**src/rtl/e203_dtcm_sram_ctrl_pkg.sv**
```systemverilog
// e203_dtcm_sram_ctrl_pkg: shared DTCM widths and power-state encoding.
package e203_dtcm_sram_ctrl_pkg;
  localparam int ICB_AW = 16;
  localparam int DTCM_AW = 14;
  localparam int DTCM_DW = 32;
  localparam int DTCM_MW = 4;
  typedef enum logic [1:0] {PWR_ACTIVE = 2'd0, PWR_SLEEP = 2'd1, PWR_WAKE = 2'd2} pwr_state_e;
endpackage

```
**src/rtl/e203_dtcm_sram_ctrl_ls.sv**
```systemverilog
// e203_sram_ls_ctrl: idle counter and light-sleep power FSM for the DTCM SRAM.
module e203_sram_ls_ctrl
  import e203_dtcm_sram_ctrl_pkg::*;
#(
  parameter int LS_EN   = 1,
  parameter int LS_IDLE = 15
) (
  input  logic clk,
  input  logic rst_n,
  input  logic test_mode_i,
  input  logic cmd_valid_i,
  input  logic rsp_pend_i,
  output logic sleep_o,
  output logic ram_ls_o
);
  pwr_state_e state_q, state_d;
  logic [3:0] cnt_q, cnt_d;
  logic idle, go_sleep;
  always_ff @(posedge clk or negedge rst_n) begin
    if (!rst_n) begin
      state_q <= PWR_ACTIVE;
      cnt_q   <= 4'd0;
    end else begin
      state_q <= state_d;
      cnt_q   <= cnt_d;
    end
  end
  always_comb begin
    idle     = ~cmd_valid_i & ~rsp_pend_i;
    go_sleep = (cnt_q == 4'(LS_IDLE)) & (LS_EN != 0) & ~test_mode_i;
    cnt_d    = (state_q == PWR_ACTIVE && idle) ? ((cnt_q == 4'hf) ? cnt_q : cnt_q + 4'd1) : 4'd0;
    state_d  = (state_q == PWR_ACTIVE) ? (go_sleep ? PWR_SLEEP : PWR_ACTIVE) :
               (state_q == PWR_SLEEP)  ? ((cmd_valid_i | test_mode_i) ? PWR_WAKE : PWR_SLEEP) :
                                         PWR_ACTIVE;
  end
  // ls follows the flopped state but test_mode overrides it immediately
  always_comb begin
    sleep_o  = (state_q == PWR_SLEEP);
    ram_ls_o = sleep_o & ~test_mode_i;
  end
endmodule

```
**src/rtl/e203_dtcm_sram_ctrl.sv**
```systemverilog
// e203_dtcm_sram_ctrl: ICB-to-DTCM SRAM bridge with one-deep response stage
// and idle light-sleep control.
module e203_dtcm_sram_ctrl
  import e203_dtcm_sram_ctrl_pkg::*;
#(
  parameter int LS_EN   = 1,
  parameter int LS_IDLE = 15
) (
  input  logic               clk,
  input  logic               rst_n,
  input  logic               test_mode,
  input  logic               icb_cmd_valid,
  output logic               icb_cmd_ready,
  input  logic               icb_cmd_read,
  input  logic [ICB_AW-1:0]  icb_cmd_addr,
  input  logic [DTCM_DW-1:0] icb_cmd_wdata,
  input  logic [DTCM_MW-1:0] icb_cmd_wmask,
  output logic               icb_rsp_valid,
  input  logic               icb_rsp_ready,
  output logic [DTCM_DW-1:0] icb_rsp_rdata,
  output logic               icb_rsp_err,
  output logic               dtcm_ram_cs,
  output logic               dtcm_ram_we,
  output logic [DTCM_AW-1:0] dtcm_ram_addr,
  output logic [DTCM_MW-1:0] dtcm_ram_wem,
  output logic [DTCM_DW-1:0] dtcm_ram_din,
  input  logic [DTCM_DW-1:0] dtcm_ram_dout,
  output logic               dtcm_ram_sd,
  output logic               dtcm_ram_ds,
  output logic               dtcm_ram_ls
);
  logic pend_q, pend_d, first_q, first_d, err_q, err_d, rd_q, rd_d;
  logic [DTCM_DW-1:0] hold_q, hold_d;
  logic sleep, cmd_hs, aligned;
  e203_sram_ls_ctrl #(.LS_EN(LS_EN), .LS_IDLE(LS_IDLE)) u_ls (
    .clk         (clk),
    .rst_n       (rst_n),
    .test_mode_i (test_mode),
    .cmd_valid_i (icb_cmd_valid),
    .rsp_pend_i  (pend_q),
    .sleep_o     (sleep),
    .ram_ls_o    (dtcm_ram_ls)
  );
  always_comb begin
    icb_cmd_ready = ~sleep & (~pend_q | icb_rsp_ready);
    cmd_hs        = icb_cmd_valid & icb_cmd_ready;
    aligned       = (icb_cmd_addr[1:0] == 2'b00);
    dtcm_ram_cs   = cmd_hs & aligned;
    dtcm_ram_we   = dtcm_ram_cs & ~icb_cmd_read;
    dtcm_ram_addr = dtcm_ram_cs ? icb_cmd_addr[ICB_AW-1:2] : '0;
    dtcm_ram_wem  = dtcm_ram_we ? icb_cmd_wmask : '0;
    dtcm_ram_din  = dtcm_ram_cs ? icb_cmd_wdata : '0;
    dtcm_ram_sd   = 1'b0;
    dtcm_ram_ds   = 1'b0;
  end
  // SRAM dout is only valid in the first response cycle, so it is held afterwards
  always_comb begin
    pend_d        = cmd_hs | (pend_q & ~icb_rsp_ready);
    first_d       = cmd_hs;
    err_d         = cmd_hs ? ~aligned : err_q;
    rd_d          = cmd_hs ? icb_cmd_read : rd_q;
    hold_d        = first_q ? dtcm_ram_dout : hold_q;
    icb_rsp_valid = pend_q;
    icb_rsp_err   = pend_q & err_q;
    icb_rsp_rdata = (pend_q & rd_q & ~err_q) ? (first_q ? dtcm_ram_dout : hold_q) : '0;
  end
  always_ff @(posedge clk or negedge rst_n) begin
    if (!rst_n) begin
      pend_q  <= 1'b0;
      first_q <= 1'b0;
      err_q   <= 1'b0;
      rd_q    <= 1'b0;
      hold_q  <= '0;
    end else begin
      pend_q  <= pend_d;
      first_q <= first_d;
      err_q   <= err_d;
      rd_q    <= rd_d;
      hold_q  <= hold_d;
    end
  end
endmodule
```
**config.mk**
```make
export PLATFORM = sky130hd
export DESIGN_NAME = e203_dtcm_sram_ctrl
export DESIGN_NICKNAME = d
export VERILOG_FILES = /design/src/rtl/e203_dtcm_sram_ctrl_pkg.sv /design/src/rtl/e203_dtcm_sram_ctrl_ls.sv /design/src/rtl/e203_dtcm_sram_ctrl.sv
export SDC_FILE = /design/constraint.sdc
export NUM_CORES = 1
export LEC_CHECK = 0
export CAP_MARGIN = 5
export CORE_UTILIZATION = 33
export DETAILED_ROUTE_END_ITERATION = 8
export GPL_ROUTABILITY_DRIVEN = 0
export PLACE_DENSITY_LB_ADDON = 0.1
export SKIP_CTS_REPAIR_TIMING = 1
export SLEW_MARGIN = 15
export SYNTH_ARGS = -nofsm -noshare
export SYNTH_HDL_FRONTEND = slang
export SYNTH_SLANG_ARGS = --single-unit
```
**constraint.sdc**
```tcl
create_clock -name clk -period 1.5 [get_ports clk]
set_input_delay 0.225 -clock clk [delete_from_list [all_inputs] [get_ports clk]]
set_output_delay 0.225 -clock clk [all_outputs]
set_load 0.03 [all_outputs]
```
==> results of run 1 <==
placed cells by master (no fill, tap or decap), drive strengths merged:
cell / Yosys / layout
a21oi: 1 / 1
a31oi: 1 / 1
and2: 48 / 48
buf: 10 / 110
bufinv: 0 / 1
clkbuf: 4 / 12
clkdlybuf4s50: 0 / 88
clkinvlp: 0 / 1
conb: 1 / 2
dfrtp: 42 / 42
dlygate4sd3: 0 / 1
dlymetal6s2s: 0 / 1
ha: 1 / 1
inv: 3 / 3
mux2: 34 / 34
mux2i: 1 / 1
nand2: 2 / 2
nand2b: 2 / 2
nand3: 4 / 4
nand4: 1 / 1
nor2: 9 / 9
nor2b: 32 / 32
nor3: 3 / 3
nor3b: 5 / 5
or4: 1 / 1
xnor2: 1 / 1
layout make-up:
cell class / instances / area (sq um)
fill: 427 / 1520
inverter: 3 / 18.8
timing repair buffer: 206 / 2210
clock buffer: 6 / 72.6
multi-input combinational: 148 / 1450
tap: 77 / 96.3
clock inverter: 2 / 37.5
sequential: 42 / 1050
stage by stage:
step           hold WS [ns]   util  setup slack, ns  setup TNS [ns]  std cells
4_1_cts              -0.153  0.673           -0.756          -40.50        470
3_5_place_dp          0.167  0.656           -0.426          -24.99        462
3_3_place_gp          0.161  0.656           -0.419          -23.51        462
2_1_floorplan       -0.0706      -          -0.0262          -0.887        207
5_1_grt               0.401  0.765           -0.411          -30.66        484
6_report              0.378  0.765           -0.350          -25.17        484
flip-flops by register name, summed over array words and instances, names as in the netlist:
register / count
hold_q: 32
u_ls.cnt_q: 4
u_ls.state_q: 2
err_q: 1
first_q: 1
icb_rsp_valid: 1
rd_q: 1
final timing paths:
path	from	end	slack (ns)	depth (start not counted)
setup / recovery	first_q	icb_rsp_rdata[13]	-0.35	5
hold / removal	rst_n	hold_q[20]	0.38	2
setup reg to reg	icb_rsp_valid	u_ls.cnt_q[3]	0.09	4
hold reg to reg	u_ls.state_q[1]	u_ls.state_q[0]	0.46	1
max in group asynchronous	rst_n	icb_rsp_valid	0.64	3
min in group clk	u_ls.state_q[1]	u_ls.state_q[0]	0.46	1
routing by layer:
layer	GRT usage	share of wire	up-vias
met4	0.0462	0.0080	0
met5	0	0	-
met2	0.328	0.52	70
met1	0.237	0.42	1041
met3	0.0433	0.046	7
li1	-	-	1060
kinds of logic after synthesis:
kind of cell	Yosys count	share of synthesized area
AND/OR/NAND/NOR	107	0.296
multiplexers	35	0.174
other	1	0.00166
AO/OA/AOI/OAI	2	0.00499
flip-flops	42	0.466
adder cells (fa/ha/maj)	1	0.00555
buffers and inverters	17	0.0483
XOR/XNOR	1	0.00388
power by group:
group / internal, uW / total, uW / leakage [uW] / switching (uW)
clock network: 497 / 881 / 0.0000514 / 384
registers: 1280 / 1330 / 0.000500 / 53.1
logic: 749 / 1240 / 0.00173 / 486
total: 2520 / 3450 / 0.00228 / 923
worst reg2reg max path: stages, from the launching register on:
cell     delay, ns
dfrtp_2       0.41
buf_6         0.13
buf_4         0.13
or4_4         0.44
nor3_1        0.21
==> metrics.md, run 1 <==
| Metric | Value |
|---|---|
| CTS tree | yes |
| Iteration-0 DRC Markers | a little under 60 |
| Max FO, Critical Path | 8 |
| H-Tree Depth | 2 |
| Number of global-route vias before repair | slightly above 2000 |
| Vias after detailed routing | roughly 2200 |
| Initial Util | 0.349 |
| IO Count | between 150 and 200 |
| Final instance area | 4940 sq um |
| Routed WL per cell | approximately 17 microns |
| Initial antenna violation count | 0 |
| Residual overflow from global routing | 0 |
| Commonest cells post-synth | 48 x and2_1, 42 x dfrtp_1, 32 x nor2b_1, 24 x mux2_2, 10 x mux2_1 |
| Crit-path max cell delay | approximately 0.48 ns |
| Crit path capture type | output pin |
| Post-synthesis async set-or-reset flop share | 1.00 |
| Total Nets Final | between 400 and 500 |
| Pins Over Slew Limit | 0 |
| Leak pwr | between 0.002 and 0.0025 uW |
| WP data required | about 1.3 ns |
| Violated checks | design-rule violations, negative setup slack |
| Status | finished with violations |
| Die X | 84.7 microns |
| Syn Inst Count | around 210 |
| Final ANT Viol Nets | 0 |
| Dpl hpwl | ~5.4 mm |
| Sequential cell area fraction in the yosys report | 0.466 |
| Layout cell share with drive strength beyond 1 | 0.595 |
| Post-synth cell types | 27 |
| WP data arrival | 1.62 ns |
| CORE AREA | 6460 sq um |
| DRC | 9 |
| Final Hold Fails | 0 |
| Clk slew on worst S/H paths | roughly 0.080 ns |
| CP Cell Sequence | buf_12 -> buf_6 -> mux2_4 -> nor2b_4 -> buf_6 |
| CP Launch Type | register |
| Main synth FF type | dfrtp_1 |
| Max IR drop VDD | 0.569 mV |
| Total power | 3450 uW |
| Tcrit/Tclk final | 1.23 |
| Post-Place Cell Area | 4230 sq um |
| Crit path max-delay family | flip-flops |
| Global Route Usage Sum | 0.188 |
| Number of core rows | 29 |
| Setup clock skew after layout | just under 0.004 ns |
| ANT cells | 0 |
| Top cells by area, synth | dfrtp_1 47%, and2_1 13%, mux2_2 12% |
| Top-count cell post-synth | and2_1 |
| Min Tclk post-route | approximately 1.8 ns |
| Ys Warns | 0 |
| DIE HEIGHT | ~85 microns |
| Largest net degree at the start of global routing | just under 50 |
| Worst skew pair latency | approximately 0.29 ns |
| Initial DRT Pass Iterations | 8 |
| DIE AREA | between 7000 and 8000 sq um |
| CP most frequent cell | buf_6 |
| Clock root cell | clkbuf_8 |
| Layout area overhead | 119% |
| Fmax | approximately 540 MHz |
| Post-Syn Area per Cell | ~11 sq um |
| Hold Crit Class | input port to async pin |
| Total CTS buffers | 5 |
| Synth area leader | dfrtp_1 |
| Number of flops mapped to enable cells by yosys | 0 |
| First-pass GRT wire length | ~11 mm |
| WP buf/inv | 3 |
| Share of the synthesized area in the top cell type | 0.466 |
| Number of setup violations in the final report | 84 |
| MaxCap Viol Count | 0 |
| Cell Area, Synth | roughly 2300 sq um |
| #FFs+latches synth | 42 |
| Final WL | around 8.1 mm |
| Pwr Density | about 700 nW/um^2 |
| Buffers added on ports | between 150 and 200 |
| Final worst slack | -0.350 ns |
| Critical path class | register to output pin |
| Clk buf depth | 2 |
| RSZ-0062 raised after global routing | true |
| # clock sinks | 42 |
| Slowest-stage cell, CP | dfrtp_2 |
| Via density | 4.50 |
Note: power is estimated with default switching activity, not from simulation.
==> inputs of run 2 (changes only) <==
PLACE_DENSITY = 0.87   (was default)
PLACE_DENSITY_LB_ADDON = default   (was 0.1)
==> run 2 against run 1 <==
Against the previous run: the run ends with design-rule violations, negative hold slack, negative setup slack left; design area shrank 7.4%; wire length shrank 9.5%; die area is the same; clock power grew 3.1%; critical path type unchanged; critical endpoint is now dtcm_ram_din[31]; largest cell class unchanged.
==> metrics.md, run 2 (synthesized netlist as in run 1, its figures left out) <==
| Metric | Value |
|---|---|
| Global Route Usage Sum | 0.189 |
| DIE HEIGHT | 84.7 microns |
| Status | finished with violations |
| M1 GR Usage | 0.206 |
| Routed WL per cell | ~16 microns |
| Inst Count DP | ~460 |
| Post-Place Cell Area | around 4300 sq um |
| Violated checks | design-rule violations, negative hold slack, negative setup slack |
| Worst reg2reg endpoint | u_ls.cnt_q[2] |
| Via density | around 4.6 |
| Max reg flops | 32 |
| Max FO, Critical Path | 12 |
| # clock sinks | 42 |
| Number of global-route vias before repair | 2264 |
| Die X | 84.7 microns |
| Met3 GRT Util | 0.0541 |
| Initial Util | 0.349 |
| Fmax | approximately 550 MHz |
| Global routing's busiest layer | met2 |
| Pwr Density | around 730 nW/um^2 |
| Critical path class | register to output pin |
| Buffers added on ports | 177 |
| Number of core rows | 29 |
| Clk slew on worst S/H paths | roughly 0.080 ns |
| Hold_ws | -0.00879 ns |
| Total CTS buffers | 5 |
| Initial antenna violation count | 0 |
| Commonest cells after routing, fill and taps aside | 88 x clkdlybuf4s50_1, 41 x buf_6, 40 x dfrtp_1, 37 x and2_4, 30 x buf_2 |
| Dpl hpwl | between 5 and 6 mm |
| Final Non-Filler Cells | between 400 and 500 |
| WP data required | 1.27 ns |
| Hold Crit Class | input port to async pin |
| Top flop regs | hold_q (32), u_ls.cnt_q (4), u_ls.state_q (2) |
| Final WL | about 7.4 mm |
| Layout area overhead | 103% |
| Commonest non-fill, non-tap cell in the layout | clkdlybuf4s50_1 |
| ANT cells | 0 |
| CTS tree | yes |
| CP Launch Type | register |
| CORE AREA | around 6500 sq um |
| Most flop-heavy register | hold_q |
| GRT met2 Usage | 0.362 |
| MaxCap Viol Count | 0 |
| Max IR drop VDD | around 0.39 mV |
| Worst Tran Pin Value | roughly 0.53 ns |
| Slew headroom | 0.644 |
| Final instance area | 4570 sq um |
| Worst skew pair latency | between 0.2 and 0.3 ns |
| Largest net degree at the start of global routing | 43 |
| Clk buf depth | 2 |
| Pins Over Slew Limit | 0 |
| DIE AREA | 7170 sq um |
| Clock root cell | clkbuf_8 |
| RSZ-0062 raised after global routing | true |
| Iteration-0 DRC Markers | around 100 |
| Layout cell share with drive strength beyond 1 | 0.590 |
| Setup TNS | -22.51 ns |
| Total Nets Final | 489 |
| Vias after detailed routing | 2172 |
| Residual overflow from global routing | 0 |
| Leak pwr | 0.00213 uW |
| First-pass GRT wire length | roughly 11 mm |
| Crit path capture type | output pin |
| Initial DRT Pass Iterations | 6 |
| H-Tree Depth | 2 |
| Number of setup violations in the final report | between 80 and 90 |
| Tcrit/Tclk final | 1.21 |
| Final Hold Fails | 10 |
| Flop2flop setup slack | around 0.14 ns |
| Reg2reg start | u_ls.state_q[1] |
| IO Count | 180 |
| Final worst slack | -0.318 ns |
| WP data arrival | between 1.5 and 2 ns |
| Min Tclk post-route | approximately 1.8 ns |
| FF-to-FF path depth | 3 |
| Final ANT Viol Nets | 0 |
| DRC | 10 |
| Setup clock skew after layout | around 0.0053 ns |
run 2: worst max-delay path, stage by stage, from the launching register on:
cell,delay (ns)
dfrtp_2,0.41
buf_6,0.13
nand2b_4,0.07
nand4_4,0.12
clkinv_4,0.11
buf_6,0.15
and2_1,0.15
buf_4,0.16
run 2: per-layer routing:
| metal | vias to the layer above | part of all wire |
|---|---|---|
| met5 | - | 0 |
| met4 | 0 | 0.0049 |
| met3 | 4 | 0.088 |
| met1 | 1024 | 0.37 |
| li1 | 1040 | - |
| met2 | 104 | 0.53 |
run 2: through the flow:
step,power (uW),setup WS [ns],utilization
3_5_place_dp,2380,-0.462,0.670
2_1_floorplan,1850,-0.0262,-
5_1_grt,3470,-0.380,0.708
4_1_cts,3300,-0.785,0.687
3_3_place_gp,2350,-0.423,0.670
6_report,3320,-0.318,0.708
run 2: worst max-delay path by stage:
stage / slack [ns] / from / end / cells past startpoint
after floorplan: -0.03 / icb_rsp_valid / icb_rsp_rdata[10] / 3
after global placement: -0.42 / first_q / icb_rsp_rdata[27] / 4
after detailed placement: -0.46 / first_q / icb_rsp_rdata[27] / 4
after CTS: -0.78 / first_q / icb_rsp_rdata[27] / 4
after global routing: -0.38 / u_ls.state_q[1] / dtcm_ram_addr[9] / 6
final: -0.32 / icb_rsp_valid / dtcm_ram_din[31] / 7
run 2: cell type report:
| class | instances | area (sq um) |
|---|---|---|
| inverters | 3 | 16.3 |
| fillers | 502 | 1880 |
| well taps | 77 | 96.3 |
| flip-flops and latches | 42 | 1050 |
| clock inverters | 1 | 30.0 |
| multi-input cells | 148 | 1360 |
| clock buffers | 6 | 82.6 |
| repair buffers | 198 | 1930 |
run 2: report_power, final:
group / switching, uW / internal [uW]
logic: 446 / 640
clock network: 375 / 533
registers: 45.4 / 1280
total: 867 / 2450
